`config.mk`:
```
export PLATFORM = sky130hd
export DESIGN_NAME = drum_spi_master
export DESIGN_NICKNAME = d
export VERILOG_FILES = /design/src/rtl/drum_spi_pkg.sv /design/src/rtl/drum_spi_sck_gen.sv /design/src/rtl/drum_spi_master.sv
export SDC_FILE = /design/constraint.sdc
export NUM_CORES = 1
export LEC_CHECK = 0
export CAP_MARGIN = 5
export CORE_ASPECT_RATIO = 1.4
export CORE_MARGIN = 8
export CORE_UTILIZATION = 65
export DETAILED_ROUTE_END_ITERATION = 10
export DONT_BUFFER_PORTS = 1
export PLACE_DENSITY = 0.83
export SYNTH_ARGS = -nofsm -noshare
export SYNTH_HDL_FRONTEND = slang
export SYNTH_SLANG_ARGS = --single-unit
```
`constraint.sdc`:
```
create_clock -name clk -period 3.2 [get_ports clk]
set_input_delay 0.32 -clock clk [delete_from_list [all_inputs] [get_ports clk]]
set_output_delay 0.32 -clock clk [all_outputs]
set_load 0.01 [all_outputs]
```
`src/rtl/drum_spi_pkg.sv`:
```
// drum_spi_pkg: shared types, widths and command check for the drum SPI link.
package drum_spi_pkg;
  localparam int DRUM_CMD_W    = 8;
  localparam int DRUM_CODE_W   = 4;
  localparam int DRUM_CODE_MAX = 7;
  typedef enum logic [1:0] {ST_IDLE, ST_SETUP, ST_SHIFT, ST_ACK} drum_spi_mst_state_t;
  function automatic logic cmd_ok(input logic [DRUM_CMD_W-1:0] b);
    return (b[DRUM_CMD_W-1:DRUM_CODE_W] == '0) && (b[DRUM_CODE_W-1:0] <= DRUM_CODE_W'(DRUM_CODE_MAX));
  endfunction
endpackage

```
`src/rtl/drum_spi_sck_gen.sv`:
```
// drum_spi_sck_gen: CPOL=0 SCK generator, CLK_DIV clk cycles per half-period, 8 bits per run.
module drum_spi_sck_gen #(
  parameter int CLK_DIV = 4
) (
  input  logic       clk,
  input  logic       rst_n,
  input  logic       start_i,
  input  logic       stop_i,
  output logic       sck_o,
  output logic       rise_o,
  output logic       fall_o,
  output logic [2:0] bit_cnt_o
);
  localparam int DW = $clog2(CLK_DIV);
  logic          active_q, sck_q, tick;
  logic [DW-1:0] div_q;
  logic [2:0]    bit_q;
  assign tick      = active_q && (div_q == DW'(CLK_DIV - 1));
  assign rise_o    = tick && !sck_q;
  assign fall_o    = tick && sck_q;
  assign sck_o     = sck_q;
  assign bit_cnt_o = bit_q;
  always_ff @(posedge clk or negedge rst_n) begin
    if (!rst_n) begin
      active_q <= 1'b0;
      sck_q    <= 1'b0;
      div_q    <= '0;
      bit_q    <= '0;
    end else if (start_i || stop_i) begin
      active_q <= !stop_i;
      sck_q    <= 1'b0;
      div_q    <= '0;
      bit_q    <= '0;
    end else if (active_q) begin
      div_q <= tick ? '0 : div_q + 1'b1;
      if (tick) sck_q <= !sck_q;
      if (fall_o) bit_q <= bit_q + 3'd1;
      if (fall_o && bit_q == 3'd7) active_q <= 1'b0;
    end
  end
endmodule

```
`src/rtl/drum_spi_master.sv`:
```
// drum_spi_master: reads one drum command byte per DONE handshake and pulses the decoded code.
// Define DRUM_SPI_MASTER_TIMEOUT_EN to abandon an ACK the slave never answers.
module drum_spi_master
  import drum_spi_pkg::*;
#(
  parameter int CLK_DIV        = 4,
  parameter int SETUP_CYCLES   = 4,
  parameter int TIMEOUT_CYCLES = 1024
) (
  input  logic                   clk,
  input  logic                   rst_n,
  input  logic                   enable,
  input  logic                   done,
  input  logic                   sdi,
  output logic                   sck,
  output logic                   sdo,
  output logic                   load,
  output logic                   rx_valid,
  output logic [DRUM_CODE_W-1:0] rx_code,
  output logic                   rx_error,
  output logic                   busy
);
  localparam int SW = $clog2(SETUP_CYCLES + 1);
  drum_spi_mst_state_t   state_q, state_d;
  logic                  done_s1_q, done_s2_q;
  logic [SW-1:0]         setup_q, setup_d;
  logic [DRUM_CMD_W-1:0] shift_q;
  logic [DRUM_CODE_W-1:0] code_q;
  logic                  load_q, load_d, valid_q, valid_d, error_q, error_d;
  logic                  sck_start, sck_stop, sck_rise, sck_fall, sck_last, timeout;
  logic [2:0]            bit_cnt;

  drum_spi_sck_gen #(.CLK_DIV(CLK_DIV)) u_sck (
    .clk      (clk),
    .rst_n    (rst_n),
    .start_i  (sck_start),
    .stop_i   (sck_stop),
    .sck_o    (sck),
    .rise_o   (sck_rise),
    .fall_o   (sck_fall),
    .bit_cnt_o(bit_cnt)
  );

  assign sck_last = sck_fall && (bit_cnt == 3'(DRUM_CMD_W - 1));

`ifdef DRUM_SPI_MASTER_TIMEOUT_EN
  localparam int TW = $clog2(TIMEOUT_CYCLES + 1);
  logic [TW-1:0] to_q;
  always_ff @(posedge clk or negedge rst_n) begin
    if (!rst_n) to_q <= '0;
    else        to_q <= (state_q == ST_ACK) ? to_q + 1'b1 : '0;
  end
  assign timeout = (to_q == TW'(TIMEOUT_CYCLES - 1));
`else
  assign timeout = 1'b0;
`endif

  always_comb begin
    state_d   = state_q;
    setup_d   = '0;
    sck_start = 1'b0;
    sck_stop  = 1'b0;
    valid_d   = 1'b0;
    error_d   = 1'b0;
    case (state_q)
      ST_IDLE: state_d = (enable && done_s2_q) ? ST_SETUP : ST_IDLE;
      ST_SETUP: begin
        setup_d = setup_q + 1'b1;
        if (!done_s2_q) begin
          state_d = ST_IDLE;
          error_d = 1'b1;
        end else if (setup_q == SW'(SETUP_CYCLES - 1)) begin
          state_d   = ST_SHIFT;
          sck_start = 1'b1;
        end
      end
      ST_SHIFT: begin
        if (!done_s2_q) begin
          state_d  = ST_IDLE;
          sck_stop = 1'b1;
          error_d  = 1'b1;
        end else if (sck_last) begin
          state_d = ST_ACK;
        end
      end
      ST_ACK: begin
        if (!done_s2_q || timeout) begin
          state_d = ST_IDLE;
          valid_d = !done_s2_q && cmd_ok(shift_q);
          error_d = !valid_d;
        end
      end
      default: state_d = ST_IDLE;
    endcase
  end

  // load rises the cycle after the last SCK fall and drops together with the result pulse
  assign load_d = (state_q == ST_ACK) && (state_d == ST_ACK);

  always_ff @(posedge clk or negedge rst_n) begin
    if (!rst_n) begin
      state_q   <= ST_IDLE;
      done_s1_q <= 1'b0;
      done_s2_q <= 1'b0;
      setup_q   <= '0;
      load_q    <= 1'b0;
      valid_q   <= 1'b0;
      error_q   <= 1'b0;
      code_q    <= '0;
      shift_q   <= '0;
    end else begin
      state_q   <= state_d;
      done_s1_q <= done;
      done_s2_q <= done_s1_q;
      setup_q   <= setup_d;
      load_q    <= load_d;
      valid_q   <= valid_d;
      error_q   <= error_d;
      if (valid_d) code_q <= shift_q[DRUM_CODE_W-1:0];
      if (sck_rise) shift_q <= {shift_q[DRUM_CMD_W-2:0], sdi};
    end
  end

  assign sdo      = 1'b0;
  assign load     = load_q;
  assign rx_valid = valid_q;
  assign rx_error = error_q;
  assign rx_code  = code_q;
  assign busy     = (state_q != ST_IDLE);
endmodule

```
# --- Yosys cells after proc, flatten, opt, wreduce, memory -nomap -nowiden ---
# Cells that the tools add are included.
op_classes:
  addsub: 3
  n_mul: 0
  div: 0
  n_lt_le_gt_ge: 1
  n_eq_ne: 7
  shifts: 0
  mux: 29
  bitwise_logic: 0
  n_reduce_logical: 22
op_table:
  columns: ["operator", "n"]
  rows:
  - ["$mux W2", 8]
  - ["$mux W1", 15]
  - ["$mux W3", 4]
  - ["$eq A2 B2 Y1 const B", 4]
  - ["$logic_and A1 B1 Y1", 8]
  - ["$pmux W2 S4", 1]
  - ["$reduce_bool A2 Y1", 4]
  - ["$add A3 B1 Y3 const B", 2]
  - ["$le A4 B3 Y1 const B", 1]
  - ["$logic_not A1 Y1", 4]
  - ["$logic_not A4 Y1", 1]
  - ["$reduce_and A2 Y1", 2]
  - ["$eq A3 B2 Y1 const B", 1]
  - ["$eq A3 B3 Y1 const B", 1]
  - ["$add A2 B1 Y2 const B", 1]
  - ["$eq A2 B1 Y1 const B", 1]
  - ["$logic_not A2 Y1", 1]
  - ["$pmux W1 S2", 1]
  - ["$reduce_or A2 Y1", 1]
  - ["$logic_or A1 B1 Y1", 1]
word_totals:
  ff_bits: 29
  latchBits: 0
  ram_bits: 0
  romBits: 0
  output_inout_bits: 10
  word_cells: 75
  mem_count: 0

# --- Logic depth before layout (Yosys ltp) ---
# Gate-level depths: netlist (run 1).
logic_depth:
  ltp_word: 9
  ltp_mapped: 5
  depth_no_buf: 5

# --- Hierarchy ---
# Synthesis (run 1) repeated with hierarchy kept, for this count alone.
hier_totals:
  hier_cells: 111
  hier_area_um2: 1395.1
by_module_without_submodules:
  columns: ["module", "instances", "cells_each", "area_per_inst_um2"]
  rows:
  - ["drum_spi_master", 1, 75, 983.4]
  - ["drum_spi_sck_gen", 1, 36, 411.6]

# --- Worst setup path before layout (run 1) ---
# No wires, ideal clock.
synth_path:
  path_type: "register to register"
  start: "register u_sck.div_q[0]"
  end: "register shift_q[0]"
  setup_time_ps: 125
  arrival_time_ps: 1281
  setup_slack_ps: 1794
  path_stages_with_launch: 6
  period_less_slack_ps: 1406
  cell_sequence: "dfrtp_1 ha_1 nand2_2 or2_1 buf_6 mux2_4"
synth_via:
  elab_chain_len: 3
synth_lines:
  columns: ["element", "line_no", "rtl"]
  rows:
  - ["from (decl)", "drum_spi_sck_gen.sv:16", "logic [DW-1:0] div_q;"]
  - ["from (signal assigned)", "drum_spi_sck_gen.sv:35", "div_q <= tick ? '0 : div_q + 1'b1;"]
  - ["$eq A2 B2 Y1", "drum_spi_sck_gen.sv:18", "assign tick = active_q && (div_q == DW'(CLK_DIV - 1));"]
  - ["$logic_and A1 B1 Y1", "drum_spi_sck_gen.sv:18", null]
  - ["$logic_and A1 B1 Y1", "drum_spi_sck_gen.sv:19", "assign rise_o = tick && !sck_q;"]
  - ["to (signal assigned)", "drum_spi_master.sv:120", "if (sck_rise) shift_q <= {shift_q[DRUM_CMD_W-2:0], sdi};"]
  - ["to (decl)", "drum_spi_master.sv:27", "logic [DRUM_CMD_W-1:0] shift_q;"]
# No other way between the ends.
# A chain may end at the register's enable or synchronous reset.

# --- Worst setup path after layout (run 1) ---
layout_path:
  start: "register u_sck.div_q[0]"
  end: "register shift_q[1]"
# The elaborated chain is that of the path after synthesis.

==> results of run 1 <==
==> metal layers <==
layer / vias to the layer above / part of all wire (%) / global-route usage [%]
li1: 377 / - / -
met1: 389 / 38 / 15.76
met2: 24 / 50 / 21.99
met3: 10 / 8.0 / 7.940
met4: 0 / 3.4 / 9.615
met5: - / 0 / 0
==> sequential cells by signal, summed over array words and instances (netlist names) <==
signal	cells
u_sck.bit_cnt_o	3
u_sck.div_q	2
done_s1_q	1
u_sck.active_q	1
load	1
rx_error	1
setup_q	3
rx_valid	1
state_q	2
rx_code	4
shift_q	8
u_sck.sck_o	1
done_s2_q	1
==> synth_stat cells <==
cell type / number / area [um2]
o211ai_1: 2 / 15.01
nand3b_1: 1 / 7.510
o21ai_1: 1 / 5.000
conb_1: 1 / 3.750
nor3b_1: 1 / 7.510
and2_1: 2 / 12.51
xor2_1: 1 / 8.760
a211oi_1: 1 / 7.510
mux2_4: 8 / 120.1
nand2_1: 2 / 7.510
and3_1: 1 / 6.260
clkbuf_1: 1 / 3.750
nand4b_1: 1 / 8.760
nand2_2: 1 / 6.260
nor2b_1: 3 / 18.77
o21ai_0: 2 / 10.01
mux2i_1: 3 / 30.03
a21oi_1: 4 / 20.02
o22ai_1: 1 / 6.260
dfrtp_1: 29 / 725.7
buf_6: 1 / 11.26
inv_1: 7 / 26.28
and4b_1: 1 / 10.01
ha_1: 10 / 125.1
and4_2: 1 / 10.01
o311a_1: 1 / 10.01
nor2_1: 7 / 26.28
nand3_1: 6 / 30.03
nor3_1: 2 / 10.01
or2_1: 1 / 6.260
mux2_2: 3 / 33.78
buf_4: 1 / 7.510
==> worst max-delay path by stage <==
stage,end,from,cells after the start,slack [ns]
after floorplan,shift_q[0],u_sck.div_q[0],5,1.79
after global placement,shift_q[1],u_sck.div_q[0],4,1.60
after detailed placement,shift_q[1],u_sck.div_q[0],4,1.55
after CTS,shift_q[1],u_sck.div_q[0],4,1.51
after global routing,shift_q[1],u_sck.div_q[0],4,1.42
final,shift_q[1],u_sck.div_q[0],4,1.52
==> worst register-to-register path: cells and delay by family (launching register included) <==
family | cells | cell delay (ns)
simple gates | 2 | 0.54
mux | 1 | 0.35
flops | 1 | 0.41
fa+ha+maj | 1 | 0.27
==> power breakdown <==
group / total [mW] / internal (mW) / switching, mW
clock: 0.214 / 0.0825 / 0.131
sequential: 0.398 / 0.383 / 0.0148
combinational: 0.0529 / 0.0239 / 0.0290
total: 0.664 / 0.489 / 0.175
==> cell families (layout without fill, tap and decap cells) <==
| family | after synthesis | after routing | synth area share [%] |
|---|---|---|---|
| other | 1 | 1 | 0.2804 |
| AO/OA/AOI/OAI | 12 | 12 | 5.519 |
| buffers and inverters | 10 | 18 | 3.649 |
| multiplexers | 14 | 14 | 13.75 |
| flip-flops | 29 | 29 | 54.26 |
| XOR/XNOR | 1 | 1 | 0.6549 |
| AND/OR/NAND/NOR | 30 | 30 | 12.54 |
| adder cells (fa/ha/maj) | 10 | 10 | 9.355 |
==> area by class of cell <==
type                    count  area [um2]
clock buffers               5       37.54
multi-input cells          68       563.0
flip-flops and latches     29       725.7
clock inverters             3       17.52
repair buffers              3       40.04
well taps                  21       26.28
inverters                   7       26.28
fillers                   131       513.0
==> what timing repair did <==
action                                  in CTS  in global routing
endpoints found under the hold margin       30                  0
hold buffers                                 3                  0
endpoints found under the setup margin       0                  0
==> impl_metrics.toml, run 1 <==
[status]
status = "complete, no violations"

[placement]
placed_cells = 125
dp_hpwl_um = 1620
placed_area_mm2 = 0.001341
dpl_worst_slack_ns = 1.548
port_buffers = 0
gp_congestion = 0.7585

[timing]
clock_skew_ns = 0.01254
whs_ns = 0.1388
drv_slew = 0
fmaxAchievable_ghz = 0.5938
worst_slew_pin_slew_ns = 0.5071
final.setup.worst_slack_ns = 1.516
fin_crit_ns = 1.684
hold_viol_final = 0
maxSlewHeadroom_pct = 66.19
fin_tns_setup_ns = 0
period_share_pct = 52.63
rsz0062_at_grt = "no"
setup_viol = 0

[finish]
instances_no_fill = 136
diodes = 0
nets = 129
fin_util_pct = 73.68
mostFrequentLayoutCells = "29 x dfrtp_1, 10 x ha_1, 8 x mux2_4, 7 x inv_1, 7 x nor2_1"
area_delta_synth_final_pct = 7.390
final_layout_size_suffix_gt1_share_pct = 19.13
final_common_cell = "dfrtp_1"
design_area_mm2 = 0.001436

[critical_path]
slowest_stage = "or2_1"
rrSetupSlack_ns = 1.52
rr_startpoint = "u_sck.div_q[0]"
crit_type = "reg -> reg"
start_kind = "flop"
cp_data_required_time_ns = 3.42
crit_fanout = 9
cp_num_buf_inv = 0
worst_setup_path_end_kind = "flop"
cpLargestDelayFamily = "simple AND/OR/NAND/NOR gates"
path_cells = "ha_1 > nand2_2 > or2_1 > mux2_4"
cp.arrival_ns = 1.90
worstReg2RegEnd = "shift_q[1]"
reg2reg_depth = 4
cpPeakStageDelay_ns = 0.43

[global_route]
grt_max_degree = 30
grt_use_total_pct = 14.96
grt_pass1_wl_um = 4140
first_global_vias = 877
antenna_found_initial = 0
gr-total-overflow = 0

[floorplanning]
dieWidth_um = 54.34
die_y_um = 69.68
fp.dieArea_mm2 = 0.003786
pin_count = 15
std_cell_rows = 19
core_mm2 = 0.001949
start_util_pct = 68.61

[synthesis]
synth_cell_type_count = 32
synth_warnings = 0
synth-seq-cells = 29
synth_area_mm2 = 0.001338
synthCells = 107
syn_nets = 122
avgSynthCellArea_um2 = 12.50
synth.yosys.seq_area_share_pct = 54.26

[pwr]
cellLeakagePower_nw = 0.7549
power_mw = 0.6641
powerDensity_mw_per_mm2 = 462.3
ir_drop_v = 0.0003523

[detailed_routing]
ant_nets = 0
wirelength_um = 2366
dr.first_iter.drc_count = 18
viasPerCell = 5.882
drcViolationCount = 0
dr.pass1.iters = 4
wl_per_cell_um = 17.40
vias = 800

[clock_network]
clkTransAtPathRegs_ns = 0.09
cts_buffer_depth = 2
worstSkewPairLatency_ns = 0.34
ctsRootBufferMaster = "clkbuf_4"
ctsResizeCount = 0
cts_sinks = 29
cts_inserted_buffers = 5
cts_setup_buffers = 0
htree_levels = 2
cts_tree = "yes"

[worst_hold_path]
min_to = "shift_q[0]"
whs_path_depth = 1
hp-start = "sdi"
hp-class = "in -> reg"

[flow_run]
cap_violations = 0
Note: power is estimated with default switching activity, not from simulation.
==> run 2, diff against run 1 <==
--- a/config.mk
+++ b/config.mk
@@ -8,10 +8,10 @@
 export CAP_MARGIN = 5
 export CORE_ASPECT_RATIO = 1.4
 export CORE_MARGIN = 8
-export CORE_UTILIZATION = 65
+export CORE_UTILIZATION = 55
 export DETAILED_ROUTE_END_ITERATION = 10
 export DONT_BUFFER_PORTS = 1
-export PLACE_DENSITY = 0.83
+export PLACE_DENSITY = 0.75
 export SYNTH_ARGS = -nofsm -noshare
 export SYNTH_HDL_FRONTEND = slang
 export SYNTH_SLANG_ARGS = --single-unit
==> constraint.sdc (replaced) <==
create_clock -name clk -period 1.4 [get_ports clk]
set_input_delay 0.14 -clock clk [delete_from_list [all_inputs] [get_ports clk]]
set_output_delay 0.14 -clock clk [all_outputs]
set_load 0.01 [all_outputs]
==> impl_metrics.toml, run 2 (same netlist as run 1, synthesis figures left out) <==
[global_route]
grt_use_total_pct = 13.07
first_global_vias = 922
gr-total-overflow = 0
grt_pass1_wl_um = 4188
grt_max_degree = 30
antenna_found_initial = 0

[status]
violations = "negative setup slack"
status = "finished with violations"

[finish]
fin_util_pct = 70.36
mostFrequentLayoutCells = "29 x dfrtp_1, 17 x buf_4, 10 x mux2_4, 7 x nor2_1"
fillers = 158
multiInputGateArea_um2 = 591.8
design_area_mm2 = 0.001645
top_register = "shift_q"
nets = 148
largest_reg_flops = 8
final_layout_size_suffix_gt1_share_pct = 34.33
final_common_cell = "dfrtp_1"
area_delta_synth_final_pct = 23.01
diodes = 0
seqCellArea_um2 = 725.7

[critical_path]
cp.arrival_ns = 1.62
slowest_stage = "dfrtp_1"
reg2reg_depth = 5
worst_setup_path_end_kind = "flop"
start_kind = "flop"
crit_fanout = 4
cpPeakStageDelay_ns = 0.40
path_cells = "nor3_2 > buf_4 > nand4b_1 > buf_4 > mux2_4"
cp_data_required_time_ns = 1.61
crit_type = "reg -> reg"
timing.critical_path.mode_cell = "buf_4"

[clock_network]
cts_buffer_depth = 2
cts_tree = "yes"
cts_sinks = 29
htree_levels = 2
clkTransAtPathRegs_ns = 0.09
cts_inserted_buffers = 5
worstSkewPairLatency_ns = 0.32
ctsRootBufferMaster = "clkbuf_4"

[pwr]
switching_share_pct = 21.10
p_clk_share_pct = 39.4
powerDensity_mw_per_mm2 = 1070
seqPwrFrac_pct = 51.0
cellLeakagePower_nw = 0.8678
ir_drop_v = 0.0009311
power.share.combinational_pct = 9.6
internal_power_mw = 1.389
switchingPower_mw = 0.3714

[floorplanning]
pin_count = 15
die_y_um = 74.35
core_mm2 = 0.002338
std_cell_rows = 21
start_util_pct = 57.20
dieWidth_um = 57.68
fp.dieArea_mm2 = 0.004288

[detailed_routing]
wirelength_um = 2556
ant_nets = 0
drcViolationCount = 0
dr.pass1.iters = 3
wl_per_cell_um = 16.28
vias = 883
viasPerCell = 5.624
dr.first_iter.drc_count = 28

[timing]
drv_slew = 0
hold_viol_final = 0
fin_crit_ns = 1.415
fin_tns_setup_ns = -0.02472
fmaxAchievable_ghz = 0.7066
period_share_pct = 101.1
setup_viol = 2
final.setup.worst_slack_ns = -0.01529
clock_skew_ns = 0.006642

[placement]
placed_area_mm2 = 0.001429
gp_congestion = 0.8374
dp_hpwl_um = 1691
port_buffers = 0

[worst_hold_path]
hp-class = "in -> async"

[flow_run]
cap_violations = 0
==> run 2: cell types whose count changed in the layout (fill, tap and decap cells not counted), sizes merged <==
cell         change
bufinv           +1
clkinv           -2
dlygate4sd3      +2
buf             +17
clkbuf           +2
clkinvlp         -1
==> run 2: area by class of cell <==
| class | instances | area share [%] |
|---|---|---|
| clock buffers | 7 | 3.346 |
| well taps | 23 | 1.749 |
| multi-input cells | 68 | 35.97 |
| repair buffers | 22 | 11.41 |
| clock inverters | 1 | 1.825 |
| flip-flops and latches | 29 | 44.11 |
| inverters | 7 | 1.597 |
==> run 2: power groups by stage <==
stage	clock network, mW	registers [mW]	logic, mW
after global placement	0	0.913	0.130
after global routing	0.750	0.906	0.197
after CTS	0.717	0.899	0.173
final	0.693	0.899	0.169
after detailed placement	0	0.916	0.140
after floorplan	0	0.915	0.0824
==> run 2: final timing paths <==
path	from	endpoint	slack [ns]
setup / recovery	shift_q[7]	rx_code[1]	-0.02
hold / removal	rst_n	state_q[0]	0.26
setup reg to reg	shift_q[7]	rx_code[1]	-0.02
hold reg to reg	done_s1_q	done_s2_q	0.38
max in group asynchronous	rst_n	shift_q[4]	0.98
min in group clk	done_s1_q	done_s2_q	0.38
==> run 2: repair_timing <==
item | CTS | global route
endpoints found under the setup margin | 11 | 12
buffers inserted | 2 | 4
hold buffers | 5 | 0
hold endpoints to repair | 32 | 0
gates cloned | 0 | 0
pin swaps | 1 | 0
gates resized for setup | 4 | 6
==> run 2: layer usage <==
| metal | track usage, % | share of wire [%] |
|---|---|---|
| met3 | 5.017 | 4.8 |
| met5 | 0 | 0 |
| met4 | 7.377 | 2.6 |
| met1 | 13.77 | 40 |
| met2 | 21.98 | 53 |
==> run 2: per-stage QoR <==
stage / hold WS (ns) / worst slack (ns) / total power [mW] / std cells
3_3_place_gp: -0.1548 / -0.06401 / 1.043 / 138
6_report: 0.2589 / -0.01529 / 1.760 / 157
3_5_place_dp: -0.1546 / -0.1221 / 1.056 / 138
4_1_cts: 0.2471 / -0.008875 / 1.789 / 153
5_1_grt: 0.2797 / -0.03427 / 1.852 / 157
2_1_floorplan: -0.1556 / 0.009867 / 0.9973 / 107
==> run 2: critical path, delay by kind of cell (launching register included) <==
family / cells / cell delay (ns)
and+or+nand+nor: 2 / 0.29
muxes: 1 / 0.30
DFF: 1 / 0.40
buffers and inverters: 2 / 0.32
==> run 3, diff against run 2 <==
--- a/config.mk
+++ b/config.mk
@@ -5,13 +5,14 @@
 export SDC_FILE = /design/constraint.sdc
 export NUM_CORES = 1
 export LEC_CHECK = 0
+export ABC_AREA = 1
 export CAP_MARGIN = 5
 export CORE_ASPECT_RATIO = 1.4
 export CORE_MARGIN = 8
-export CORE_UTILIZATION = 55
+export CORE_UTILIZATION = 54
 export DETAILED_ROUTE_END_ITERATION = 10
 export DONT_BUFFER_PORTS = 1
-export PLACE_DENSITY = 0.75
+export PLACE_DENSITY = 0.74
 export SYNTH_ARGS = -nofsm -noshare
 export SYNTH_HDL_FRONTEND = slang
 export SYNTH_SLANG_ARGS = --single-unit
==> impl_metrics.toml, run 3 <==
[clock_network]
cts_inserted_buffers = 5
worstSkewPairLatency_ns = 0.33
htree_levels = 2
cts_buffer_depth = 2
clkTransAtPathRegs_ns = 0.09
cts_sinks = 29
ctsRootBufferMaster = "clkbuf_4"
cts_tree = "yes"

[global_route]
antenna_found_initial = 0
gr-total-overflow = 0
grt_pass1_wl_um = 4112
first_global_vias = 982
grt_use_total_pct = 12.81
grt_max_degree = 30

[synthesis]
synth_cell_type_count = 20
synth-edff-count = 0
syn_nets = 151
avgSynthCellArea_um2 = 9.504
netlist_top_cells_area = "dfrtp_1 56%, ha_1 9.7%, nand2_1 7.6%"
synthCells = 136
synth_xor_area_share_pct = 0
synth-seq-cells = 29
synth_top_family_by_area = "simple AND/OR/NAND/NOR gates"
netlist.area_leader.share_pct = 56.15
synth.yosys.seq_area_share_pct = 56.15
synth_area_mm2 = 0.001292
synth_compound_area_share_pct = 9.971
async_flop_share_pct = 100.0
synth_top_area_cell = "dfrtp_1"
synth_warnings = 0
yosys.area_share.simple_pct = 15.10
yosysMostFrequentCell = "dfrtp_1"
yosys-top-cells-count = "29 x dfrtp_1, 26 x nand2_1, 24 x inv_1"
synthMuxAreaShare_pct = 0.8712
synthAdderAreaFrac_pct = 9.681
synth_ff_type = "dfrtp_1"

[critical_path]
cp_data_required_time_ns = 1.62
cp.arrival_ns = 1.55
slowest_stage = "dfrtp_1"
worst_setup_path_end_kind = "flop"
path_cells = "ha_1 > ha_1 > nand3_2 > nand2_1 > nand2_1 > nand2_1 > nand2_1 > nor2_1"
cpPeakStageDelay_ns = 0.41
crit_type = "reg -> reg"
crit_fanout = 2
start_kind = "flop"
timing.critical_path.mode_cell = "nand2_1"

[detailed_routing]
vias = 904
drcViolationCount = 0
dr.first_iter.drc_count = 28
dr.pass1.iters = 4
viasPerCell = 5.136
wl_per_cell_um = 13.40
wirelength_um = 2358
ant_nets = 0

[finish]
mostFrequentLayoutCells = "29 x dfrtp_1, 26 x nand2_1, 21 x inv_1, 11 x o21ai_0"
area_delta_synth_final_pct = 16.17
design_area_mm2 = 0.001501
final_layout_size_suffix_gt1_share_pct = 18.30
final_common_cell = "dfrtp_1"
diodes = 0
largest_reg_flops = 8
top_register = "shift_q"
instances_no_fill = 176
nets = 167
fillers = 199

[placement]
placed_area_mm2 = 0.001339
dp_hpwl_um = 1719
placed_cells = 161
port_buffers = 0
gp_congestion = 0.7856

[floorplanning]
dieWidth_um = 57.35
std_cell_rows = 21
fp.dieArea_mm2 = 0.004237
die_y_um = 73.89
core_mm2 = 0.002338
start_util_pct = 55.27
pin_count = 15

[timing]
fin_crit_ns = 1.334
hold_viol_final = 0
clock_skew_ns = 0.01304
rsz0062_at_grt = "yes"
period_share_pct = 95.32
drv_slew = 0
setup_viol = 0
fmaxAchievable_ghz = 0.7494

[pwr]
powerDensity_mw_per_mm2 = 1124
internal_power_mw = 1.262
seqPwrFrac_pct = 55.7
power.share.combinational_pct = 10.7
switching_share_pct = 25.22
p_clk_share_pct = 33.5
switchingPower_mw = 0.4257
ir_drop_v = 0.0006882
cellLeakagePower_nw = 0.7714

[flow_run]
cap_violations = 0

[worst_hold_path]
hp-class = "in -> reg"

[status]
status = "complete, no violations"
## run 3: changes by cell type in the layout (fill, tap and decap cells not counted), sizes merged, moves of 5 or more
cell   change
a21oi      +5
buf       -10
inv       +17
mux2      -10
nand2     +24
o21ai     +10
## run 3: layout make-up
type	count	area [um2]	share of cell area [%]
Clock buffer	7	65.06	4.333
Inverter	24	90.09	6.000
Tap cell	23	28.78	1.917
Timing Repair Buffer	11	102.6	6.833
Sequential cell	29	725.7	48.33
Clock inverter	1	5.005	0.3333
Multi-Input combinational cell	81	484.2	32.25
## run 3: worst paths after layout
check                                    from            endpoint  slack (ns)  cells past startpoint
max in group asynchronous               rst_n           done_s2_q        1.00                      2
max reg2reg                u_sck.bit_cnt_o[0]                load        0.07                      8
max                        u_sck.bit_cnt_o[0]                load        0.07                      8
min in group asynchronous               rst_n  u_sck.bit_cnt_o[0]        0.23                      2
min                                    enable          state_q[0]        0.07                      3
min reg2reg                         done_s1_q           done_s2_q        0.36                      0
## run 3: metal layers
layer / vias to the layer above / routed length [um] / track usage, %
met2: 18 / 1238 / 21.98
met5: - / 0 / 0
met3: 7 / 148 / 4.904
met4: 0 / 78 / 9.497
li1: 457 / - / -
met1: 422 / 893 / 12.09
## run 3: kinds of logic (layout without fill, tap and decap cells)
logic type,after synthesis,count (layout)
and+or+nand+nor,45,45
AOI/OAI and AO/OA,24,24
DFF,29,29
other,1,1
buffers and inverters,26,43
muxes,1,1
adders and majority gates,10,10
## run 3: repair_timing
action / 4_1_cts / 5_1_grt
hold buffers: 4 / 0
setup buffers: 0 / 3
resized for setup: 0 / 10
endpoints found under the hold margin: 31 / 0
setup endpoints to repair: 0 / 11
## run 3: power by group through the flow
stage / logic, mW / registers (mW) / clock network (mW)
after global placement: 0.135 / 0.952 / 0
after floorplan: 0.116 / 0.946 / 0
final: 0.181 / 0.940 / 0.566
after detailed placement: 0.147 / 0.958 / 0
after global routing: 0.214 / 0.946 / 0.637
after CTS: 0.175 / 0.941 / 0.585
## run 3: critical path: cells and delay by family (launching register included)
kind | cells | cell delay, ns
adder cells (fa/ha/maj) | 2 | 0.43
flip-flops | 1 | 0.41
AND/OR/NAND/NOR | 6 | 0.38
## run 3: through the flow
step	hold WS [ns]	power [mW]	worst slack [ns]	utilization [%]	setup TNS (ns)
4_1_cts	0.06208	1.701	0.02198	62.39	0
6_report	0.07328	1.688	0.06552	64.21	0
5_1_grt	0.07272	1.797	-0.05312	64.21	-0.1668
3_3_place_gp	-0.1545	1.087	0.1044	57.25	0
2_1_floorplan	-0.1556	1.061	0.09930	-	0
3_5_place_dp	-0.1545	1.105	0.04138	57.25	0
